===== config.mk =====
export PLATFORM = sky130hd
export DESIGN_NAME = gesture_in_conditioner
export DESIGN_NICKNAME = d
export VERILOG_FILES = /design/src/rtl/gesture_cond_pkg.sv /design/src/rtl/sync_2ff.sv /design/src/rtl/gesture_in_conditioner.sv
export SDC_FILE = /design/constraint.sdc
export NUM_CORES = 1
export LEC_CHECK = 0
export ABC_AREA = 1
export BUFFER_PORTS_ARGS = -buffer_cell sky130_fd_sc_hd__buf_4
export CAP_MARGIN = 20
export CELL_PAD_IN_SITES_DETAIL_PLACEMENT = 1
export CELL_PAD_IN_SITES_GLOBAL_PLACEMENT = 2
export CORE_MARGIN = 4
export CORE_UTILIZATION = 33
export DETAILED_ROUTE_END_ITERATION = 8
export PLACE_DENSITY_LB_ADDON = 0.08
export SLEW_MARGIN = 0
export SYNTH_ARGS = -nofsm -noshare
export SYNTH_HDL_FRONTEND = slang
export SYNTH_SLANG_ARGS = --single-unit

===== constraint.sdc =====
create_clock -name clk -period 2.04 [get_ports clk]
set_input_delay 0.204 -clock clk [delete_from_list [all_inputs] [get_ports clk]]
set_output_delay 0.204 -clock clk [all_outputs]
set_load 0.02 [all_outputs]

===== src/rtl/gesture_cond_pkg.sv =====
// Shared types and helpers for the gesture input conditioner.
// The optional event counter is enabled with GESTURE_COND_EVT_CNT_EN.
package gesture_cond_pkg;

    typedef enum logic [1:0] {
        IDLE    = 2'd0,
        QUALIFY = 2'd1,
        HOLD    = 2'd2,
        REARM   = 2'd3
    } state_t;

    localparam int EVT_CNT_W = 8;

    // Counter width wide enough to hold the larger of two terminal counts.
    function automatic int cnt_width(input int a, input int b);
        int m;
        m = (a > b) ? a : b;
        return $clog2(m + 1);
    endfunction

endpackage


===== src/rtl/sync_2ff.sv =====
// Generic two-flop synchroniser with a parameterised reset level.
// Used on every asynchronous board input.
module sync_2ff #(
    parameter int               WIDTH     = 1,
    parameter logic [WIDTH-1:0] RESET_VAL = '0
) (
    input  logic             clk,
    input  logic             reset,
    input  logic [WIDTH-1:0] d,
    output logic [WIDTH-1:0] q
);

    logic [WIDTH-1:0] meta;

    always_ff @(posedge clk) begin
        if (reset) begin
            meta <= RESET_VAL;
            q    <= RESET_VAL;
        end else begin
            meta <= d;
            q    <= meta;
        end
    end

endmodule


===== src/rtl/gesture_in_conditioner.sv =====
// Debounces the gesture-sensor interrupt pin and emits one fixed-width pulse per event.
// Define GESTURE_COND_EVT_CNT_EN to add the 8-bit evt_count output.
module gesture_in_conditioner
    import gesture_cond_pkg::*;
#(
    parameter int DEBOUNCE_CYCLES = 50000,
    parameter int HOLD_CYCLES     = 2500000,
    parameter bit ACTIVE_LOW      = 1'b1
) (
    input  logic                 clk,
    input  logic                 reset,
    input  logic                 raw_in,
    output logic                 gesture_out,
    output logic                 busy
`ifdef GESTURE_COND_EVT_CNT_EN
    ,
    output logic [EVT_CNT_W-1:0] evt_count
`endif
);

    localparam int               CNT_W     = cnt_width(DEBOUNCE_CYCLES, HOLD_CYCLES);
    localparam logic [CNT_W-1:0] DEB_LAST  = CNT_W'(DEBOUNCE_CYCLES - 1);
    localparam logic [CNT_W-1:0] HOLD_LAST = CNT_W'(HOLD_CYCLES - 1);
    localparam logic [CNT_W-1:0] CNT_ONE   = CNT_W'(1);

    state_t           state;
    logic [CNT_W-1:0] cnt;
    logic             sync_out;
    logic             act;
    logic             qualify_done;

    sync_2ff #(
        .WIDTH     (1),
        .RESET_VAL (ACTIVE_LOW)
    ) u_sync (
        .clk   (clk),
        .reset (reset),
        .d     (raw_in),
        .q     (sync_out)
    );

    // act is 1 whenever the sensor is asserting, regardless of pin polarity.
    assign act          = sync_out ^ ACTIVE_LOW;
    assign qualify_done = (state == QUALIFY) && act && (cnt == DEB_LAST);

    always_ff @(posedge clk) begin
        if (reset) begin
            state <= IDLE;
            cnt   <= '0;
        end else begin
            unique case (state)
                IDLE: begin
                    if (act) begin
                        state <= QUALIFY;
                        cnt   <= '0;
                    end
                end
                QUALIFY: begin
                    if (!act) begin
                        state <= IDLE;
                        cnt   <= '0;
                    end else if (cnt == DEB_LAST) begin
                        state <= HOLD;
                        cnt   <= '0;
                    end else begin
                        cnt <= cnt + CNT_ONE;
                    end
                end
                // The pin is deliberately ignored while the pulse is being held.
                HOLD: begin
                    if (cnt == HOLD_LAST) begin
                        state <= REARM;
                        cnt   <= '0;
                    end else begin
                        cnt <= cnt + CNT_ONE;
                    end
                end
                REARM: begin
                    if (act) begin
                        cnt <= '0;
                    end else if (cnt == DEB_LAST) begin
                        state <= IDLE;
                        cnt   <= '0;
                    end else begin
                        cnt <= cnt + CNT_ONE;
                    end
                end
                default: begin
                    state <= IDLE;
                    cnt   <= '0;
                end
            endcase
        end
    end

    assign gesture_out = (state == HOLD);
    assign busy        = (state != IDLE);

`ifdef GESTURE_COND_EVT_CNT_EN
    always_ff @(posedge clk) begin
        if (reset) begin
            evt_count <= '0;
        end else if (qualify_done) begin
            evt_count <= evt_count + EVT_CNT_W'(1);
        end
    end
`endif

endmodule

======== After elaboration in Yosys (flattened, before gate mapping) ========
Index checks and enable logic that the tools add are counted.
cells by class
  add/subtract/negate cells ............... 1
  eq/ne operators ......................... 10
  multiplexer cells ....................... 13
  reduce and logical (&&, ||, !) cells .... 3
operators by type and width
  cell                     number
  $mux W22                 5
  $pmux W22 S4             1
  $add A22 B1 Y22 const B  1
  $eq A22 B16 Y1 const B   1
  $eq A22 B22 Y1 const B   1
  $mux W2                  6
  $pmux W2 S4              1
  $reduce_and A5 Y1        1
  $eq A2 B2 Y1 const B     2
  $ne A2 B1 Y1 const B     2
  $ne A2 B2 Y1 const B     2
  $ne A3 B1 Y1 const B     1
  $eq A2 B1 Y1 const B     1
  $logic_not A2 Y1         1
  $reduce_bool A2 Y1       1
word-level totals
  register bits ........................... 26
  bits of input ports ..................... 3
  output and inout port bits .............. 2
  logic and storage cells ................. 31

======== Logic depth before layout (Yosys ltp) ========
Gate-level depths: netlist of run 1.
  depth in word-level cells ............... 4
  depth in mapped cells ................... 11
  gate-level depth less buffers ........... 10

======== Modules after synthesis ========
A second synthesis of run 1 with hierarchy kept.
second synthesis, totals
  cell total of the unflattened synthesis .. 321
  area total of the unflattened synthesis .. 1875.5 um^2
modules (own cells, without submodules)
  module                  times used  cells an instance  area each (um^2)  sequential area each (um^2)
  gesture_in_conditioner  1           314                1816.7            480.5
  sync_2ff                1           7                  58.8              40.0

======== Worst setup path before layout of run 1 ========
No wires, ideal clock.
  kind .................................... register to register
  from .................................... reg cnt[0]
  to ...................................... reg cnt[0]
  setup time .............................. 0.112 ns
  arrival time ............................ 1.472 ns
  data required time ...................... 1.928 ns
  slack ................................... 0.456 ns
  stages on the path, launching flop included .. 12
  path buffers ............................ 1
  clock period less this slack ............ 1.584 ns
  cells stage by stage .................... dfxtp_1 > ha_1 > nand2_1 > inv_2 > nand2_2 > nor2_2 > nand3_1 > nand2_2 > nand3_4 > buf_6 > o21ai_2 > inv_1
on the way
  longest elaborated chain between the ends .. 4
  elaborated cells on any way between the ends .. 8
  classes of those cells .................. add/sub (1); eq/ne (2); mux (5)
ends and longest elaborated chain
  what                                               RTL line                                                    source
  start, declared                                    gesture_in_conditioner.sv:27                                logic [CNT_W-1:0] cnt;
  start signal, assigned                             gesture_in_conditioner.sv:66                                cnt <= cnt + CNT_ONE;
  start signal, assigned                             gesture_in_conditioner.sv:75                                cnt <= cnt + CNT_ONE;
  start signal, assigned                             gesture_in_conditioner.sv:85                                cnt <= cnt + CNT_ONE;
  $add A22 B1 Y22 or $eq A22 B16 Y1 (tied branches)  --
  $mux W22                                           gesture_in_conditioner.sv:62, gesture_in_conditioner.sv:81
  $mux W22, on equally long branches                 gesture_in_conditioner.sv:79, gesture_in_conditioner.sv:59
  $pmux W22 S4 *                                     gesture_in_conditioner.sv:51                                unique case (state)
Mark *: on every way between the ends. The rest lies on a longest branch, timed or not.
A chain may end at the register's enable or synchronous reset.

======== Final worst setup path of run 1 ========
Ends and elaborated chain as after synthesis.

==> out/results.ini, run 1 <==
[synthesis]
synth_compound_area_share_pct=9.53
synth_area_per_cell_um2=5.85
synth_top_family_by_area=simple AND/OR/NAND/NOR gates
seq_area_frac_synth_pct=27.7
netlist_instances=321
synth_xor_area_share_pct=3.27
yosysUniqueCellTypes=28
syn_area_um2=1880
syn_nets=325
synth.ff_latch_count=26
synthAdderAreaFrac_pct=0.667
synthSimpleGateAreaFrac_pct=47.1
yosysWarnings=0
synthMuxAreaShare_pct=0

[cts]
htreeDepth=1
cts_buffers=3
cts_setup_buffers=0
cts_tree=yes
ctsResizeCount=0
cts_hold_buf=0
insertion_delay_ps=280
path_clk_slew_ps=100
root_buffer=clkbuf_8
clockBufferDepth=2
clkSinkCount=26

[placement]
portBuffers=4
dpl.hpwl_mm=4.50
gp_congestion=0.824
dpl.cell_count=390

[final_layout]
mostFrequentLayoutCells=nand2_1, nor2_1, inv_1, dfxtp_1
finalNetCount=327
final_util_pct=37.0
area_delta_synth_final_pct=8.53
n_antenna_cell=0
stdcell_count=394
mostFrequentLayoutCell=nand2_1
drive_gt1_share_pct=10.6

[min_path]
hold_path.class=input port to flip-flop
hold_start=raw_in

[global_routing]
grt.total_usage_pct=17.7
grt_max_degree=22
grt.overflow.total=0
grt_pass1_wl_mm=9.98
grt_pass1_vias=1928
antenna_found_initial=0

[drt]
drt-wirelength-per-cell_um=14.6
drt_iter0_drc=111
totalWireLength_mm=5.75
drt_pass1_iterations=4
final_antenna_net_count=0
via_count=1917
drcViolationCount=0
vias_per_cell=4.87

[critical_path]
path_buf_inv=1
cpMostUsedCell=nand3_2
critPathLaunch=cnt[0]
critical_path.slowest_cell=dfxtp_1
crit_arrival_ps=1990
worstSetupPathType=flip-flop to flip-flop
crit_fanout=19
cp_top_family=simple AND/OR/NAND/NOR gates
reg2reg_from=cnt[0]
cp.required_ps=2230
worstPathCellList=ha_1, nand3_2, nor2_2, nand3_2, nand3_2, nand3_4, o21ai_2, inv_1
critPathMaxStageDelay_ps=430
startpoint_type=flip-flop
cp-end-kind=flip-flop

[power_and_ir_drop]
pwr-share-clk_pct=42.8
p_leak_uw=0.000788
power.switching_uw=261
max-vdd-ir-drop_v=0.000315
p_int_uw=804
p_comb_share_pct=8.2
swShare_pct=24.5
finalPower_uw=1060
power_density_nw_per_um2=523
seq_power_share_pct=49.0

[timing]
fin_hold_ws_ps=96.1
setup_viol=0
drv_slew=0
period_needed_ps=1800
finClkSkew_ps=3.16
rsz0062_at_grt=no
fmax_ghz=0.557
setup_tns_ps=0
hold_violations=0
max_slew_margin_pct=75.3
worstMarginPinSlew_ps=368
period_share_pct=88.0

[floorplanning]
core_area_um2=5510
die_area_um2=6960
start_util_pct=34.1
die_w_um=83.4
boundaryPins=5
dieHeight_um=83.4
rows=27

[job]
cap_violations=0

[run_status]
outcome=finished, final reports clean

## state kept, by name (all words and copies together), names as in the netlist, named ones only
| register | cells |
|---|---|
| cnt | 22 |
| state | 1 |
| u_sync.meta | 1 |
| u_sync.q | 1 |
## final cells by class
class	instances	area [um2]
sequential	26	520
tap	72	90.1
timing repair buffer	8	60.1
clock buffer	3	41.3
multi-input combinational	242	1140
fill	772	3470
clock inverter	1	30.0
inverter	42	158
## final timing paths
kind            endpoint  slack [ps]  depth (start not counted)
max reg2reg       cnt[0]         240                          8
max               cnt[0]         240                          8
min          u_sync.meta         100                          2
min reg2reg     u_sync.q         420                          1
## metal layers
layer | wire length [um] | global-route usage (%)
met3 | 181 | 2.08
met2 | 2460 | 27.8
met1 | 3020 | 25.9
met4 | 89 | 3.65
met5 | 0 | 0
## kinds of logic after synthesis
family | count (synthesis)
flops | 26
compound gates | 33
xor+xnor | 7
buf+inv | 53
fa+ha+maj | 1
simple gates | 201
## synth_stat cells
cell type / number / area (um2)
a21oi_1: 21 / 105
a31oi_1: 2 / 12.5
and2_1: 1 / 6.26
buf_2: 7 / 35.0
buf_4: 1 / 7.51
buf_6: 1 / 11.3
clkbuf_1: 2 / 7.51
dfxtp_1: 26 / 521
ha_1: 1 / 12.5
inv_1: 38 / 143
inv_2: 4 / 15.0
nand2_1: 99 / 372
nand2_2: 5 / 31.3
nand3_1: 21 / 105
nand3_2: 3 / 30.0
nand3_4: 1 / 17.5
nand4_1: 12 / 75.1
nor2_1: 50 / 188
nor2_2: 5 / 31.3
nor2_4: 1 / 11.3
nor3_1: 1 / 5.00
o211ai_1: 2 / 15.0
o21ai_0: 6 / 30.0
o21ai_2: 1 / 8.76
o21bai_1: 1 / 7.51
or2_2: 2 / 12.5
xnor2_1: 2 / 17.5
xor2_1: 5 / 43.8
## power groups by stage
stage | clock network, uW | logic (uW) | registers [uW]
after global placement | 0 | 90.1 | 533
after detailed placement | 0 | 89.2 | 533
after CTS | 468 | 89.5 | 521
final | 456 | 87.4 | 521
after floorplan | 0 | 57.2 | 530
after global routing | 487 | 98.2 | 523
## stage by stage
step | instance area, um2 | worst slack (ps)
3_3_place_gp | 1970 | 295
5_1_grt | 2040 | 22.1
4_1_cts | 2040 | 204
6_report | 2040 | 244
2_1_floorplan | 1880 | 456
3_5_place_dp | 1970 | 223
Power figures use the tool's default switching activity.
==> run 2, diff against run 1 <==
--- a/config.mk
+++ b/config.mk
@@ -5,16 +5,16 @@
 export SDC_FILE = /design/constraint.sdc
 export NUM_CORES = 1
 export LEC_CHECK = 0
-export ABC_AREA = 1
 export BUFFER_PORTS_ARGS = -buffer_cell sky130_fd_sc_hd__buf_4
 export CAP_MARGIN = 20
 export CELL_PAD_IN_SITES_DETAIL_PLACEMENT = 1
 export CELL_PAD_IN_SITES_GLOBAL_PLACEMENT = 2
 export CORE_MARGIN = 4
-export CORE_UTILIZATION = 33
+export CORE_UTILIZATION = 35
 export DETAILED_ROUTE_END_ITERATION = 8
 export PLACE_DENSITY_LB_ADDON = 0.08
 export SLEW_MARGIN = 0
 export SYNTH_ARGS = -nofsm -noshare
 export SYNTH_HDL_FRONTEND = slang
+export SYNTH_HIERARCHICAL = 1
 export SYNTH_SLANG_ARGS = --single-unit
==> out/results.ini, run 2 <==
[run_status]
outcome=finished, final reports clean  ; unchanged

[drt]
drcViolationCount=0  ; unchanged
vias_per_cell=5.52  ; was 4.87
final_antenna_net_count=0  ; unchanged
via_count=1418  ; was 1917
wl_met3_um=97  ; was 181 um
drt_iter0_drc=92  ; was 111
totalWireLength_mm=4.07  ; was 5.75 mm
drt_pass1_iterations=4  ; unchanged
wl_met1_mm=1.88  ; was 3.02 mm
drt-wirelength-per-cell_um=15.8  ; was 14.6 um
highest_layer=met4  ; unchanged
routed-wl-met2_mm=2.03  ; was 2.46 mm

[cts]
cts_tree=yes  ; unchanged
clockBufferDepth=2  ; unchanged
path_clk_slew_ps=90  ; was 100 ps
htreeDepth=1  ; unchanged
insertion_delay_ps=270  ; was 280 ps
root_buffer=clkbuf_8  ; unchanged
cts_hold_buf=0  ; unchanged
cts_buffers=3  ; unchanged
clkSinkCount=26  ; unchanged

[floorplanning]
die_area_um2=5030  ; was 6960 um2
dieHeight_um=70.9  ; was 83.4 um
core_area_um2=3740  ; was 5510 um2
start_util_pct=37.0  ; was 34.1%
rows=22  ; was 27
die_w_um=70.9  ; was 83.4 um
boundaryPins=5  ; unchanged

[synthesis]
yosysTopAreaCell=dfxtp_1  ; unchanged
synth.ff_latch_count=26  ; unchanged
yosys-top-cells-count=dfxtp_1, nand2_1, nor2_1  ; was nand2_1, nor2_1, inv_1
synth_edf_count=0  ; unchanged
async_reset_ff_share_pct=0  ; unchanged
syn_nets=174  ; was 325
seq_area_frac_synth_pct=37.6  ; was 27.7%
ys_top_cells_by_area=dfxtp_1, a31oi_1, nand2_1  ; was dfxtp_1, nand2_1, nor2_1
yosysMostFrequentCell=dfxtp_1  ; was nand2_1
yosysWarnings=6  ; was 0
synth_area_per_cell_um2=8.15  ; was 5.85 um2
synth_flop_cell=dfxtp_1  ; unchanged
syn_area_um2=1390  ; was 1880 um2
netlist_instances=170  ; was 321
synth_top_area_share_pct=37.6  ; was 27.7%
yosysUniqueCellTypes=39  ; was 28

[final_layout]
mostFrequentLayoutCells=buf_4, dfxtp_1, nand2_1, nor2_1, a31oi_1  ; was nand2_1, nor2_1, inv_1, dfxtp_1
finalNetCount=214  ; was 327
stdcell_count=257  ; was 394
largest_reg_flops=22  ; unchanged
drive_gt1_share_pct=28.7  ; was 10.6%
n_antenna_cell=0  ; unchanged
area_delta_synth_final_pct=33.4  ; was 8.53%
largest-register=cnt  ; unchanged
mostFrequentLayoutCell=buf_4  ; was nand2_1

[critical_path]
cp-end-kind=flip-flop  ; unchanged
cp.required_ps=2190  ; was 2230 ps
ff2ff_path_depth=9  ; was 8
startpoint_type=flip-flop  ; unchanged
crit_fanout=7  ; was 19
critPathLaunch=cnt[0]  ; unchanged
reg2reg_from=cnt[0]  ; unchanged
crit_arrival_ps=2130  ; was 1990 ps
worstReg2RegEnd=cnt[11]  ; was cnt[0]
worstSetupPathType=flip-flop to flip-flop  ; unchanged
r2r_slack_ps=70  ; was 240 ps

[job]
cap_violations=0  ; unchanged

[timing]
period_needed_ps=1970  ; was 1800 ps
period_share_pct=96.7  ; was 88.0%
drv_slew=0  ; unchanged
worstMarginPinSlew_ps=354  ; was 368 ps
max_slew_margin_pct=76.2  ; was 75.3%
setup_viol=0  ; unchanged
layout_setup_ws_ps=66.7  ; was 244 ps
finClkSkew_ps=3.90  ; was 3.16 ps
fmax_ghz=0.507  ; was 0.557 GHz
hold_violations=0  ; unchanged

[power_and_ir_drop]
finalPower_uw=890  ; was 1060 uW
p_int_uw=696  ; was 804 uW
pwr-share-clk_pct=38.4  ; was 42.8%
p_leak_uw=0.000733  ; was 0.000788 uW
p_comb_share_pct=4.1  ; was 8.2%
max-vdd-ir-drop_v=0.000235  ; was 0.000315 V
power_density_nw_per_um2=481  ; was 523 nW/um2
power.switching_uw=194  ; was 261 uW
swShare_pct=21.8  ; was 24.5%
seq_power_share_pct=57.6  ; was 49.0%

[global_routing]
antenna_found_initial=0  ; unchanged
grt_max_degree=15  ; was 22
grt_pass1_wl_mm=6.56  ; was 9.98 mm
grt.total_usage_pct=16.1  ; was 17.7%
grt_pass1_vias=1434  ; was 1928
grt.overflow.total=0  ; unchanged

[min_path]
holdPathStages=2  ; unchanged
hold_path.class=input port to flip-flop  ; unchanged
hold_start=raw_in  ; unchanged
whs_endpoint=u_sync/meta  ; was u_sync.meta

[placement]
gp_congestion=0.831  ; was 0.824
dpl.cell_count=246  ; was 390
pre_cts_slack_ps=-208  ; was 223 ps
portBuffers=4  ; unchanged
dpl.hpwl_mm=2.94  ; was 4.50 mm

-- run 2: changes by cell type after synthesis, sizes merged, moves of 3 or more --
cell    before  now
nand4       12    9
inv         42    7
nand2b       0    4
nand3       25    6
a22o         0    5
nor3         1    5
xor2         5    1
nor2        56   15
a31oi        2   13
and3         0    6
a21oi       21   12
buf          9    4
nand2      104   20
-- run 2: per-layer routing --
layer  vias to the layer above  GRT usage (%)
met5                         -              0
met4                         0           5.22
met3                         8           2.41
met2                        18           28.9
met1                       687           19.6
li1                        705              -
-- run 2: power by group through the flow --
stage          registers [uW]  clock network, uW  logic (uW)
5_1_grt                   513                377        40.1
4_1_cts                   512                349        35.6
3_3_place_gp              524                  0        34.2
2_1_floorplan             523                  0        20.6
3_5_place_dp              524                  0        34.9
6_report                  512                341        36.2
-- run 2: cell type report --
type	count	area (um2)
clock buffer	4	55.1
tap	48	60.1
multi-input combinational	130	852
fill	464	1900
sequential	26	523
inverter	7	26.3
timing repair buffer	42	332
-- run 2: how the worst max path moves through the flow --
stage	slack (ps)	end	depth (start not counted)
floorplan	30	cnt[8]	8
global placement	-40	cnt[10]	8
detailed placement	-210	cnt[10]	8
CTS	4	cnt[12]	6
global route	-30	cnt[18]	8
finish	70	cnt[11]	9
-- run 2: stage by stage --
stage          cell area (um2)  hold slack (ps)  utilization [%]  setup TNS (ps)
6_report                  1850              113             49.4               0
3_5_place_dp              1680              398             44.8           -1390
2_1_floorplan             1390              301                -               0
5_1_grt                   1850              113             49.4           -43.6
3_3_place_gp              1680              385             44.8            -122
4_1_cts                   1760              110             47.1               0
-- run 2: kinds of logic after synthesis --
group                    after synthesis  synth area share (%)
XOR/XNOR                               3                  1.90
AO/OA/AOI/OAI                         46                  22.9
buffers and inverters                 14                  5.06
flip-flops                            26                  37.6
AND/OR/NAND/NOR                       78                  30.2
adder cells (fa/ha/maj)                2                  1.63
multiplexers                           1                 0.723
-- run 2: what timing repair did --
| action | in CTS | in global routing |
|---|---|---|
| setup endpoints to repair | 18 | 14 |
| pin swaps | 2 | 3 |
| hold endpoints to repair | 0 | 0 |
| setup buffers | 2 | 5 |
| resized for setup | 3 | 12 |
-- run 2: critical path: stages (launching register included) --
cell     delay (ps)
dfxtp_2         370
ha_4            140
and3_4          200
nand2_2          80
o41ai_4         430
a21oi_4         160
buf_6           170
buf_4           130
a21oi_1         120
a31oi_1          50
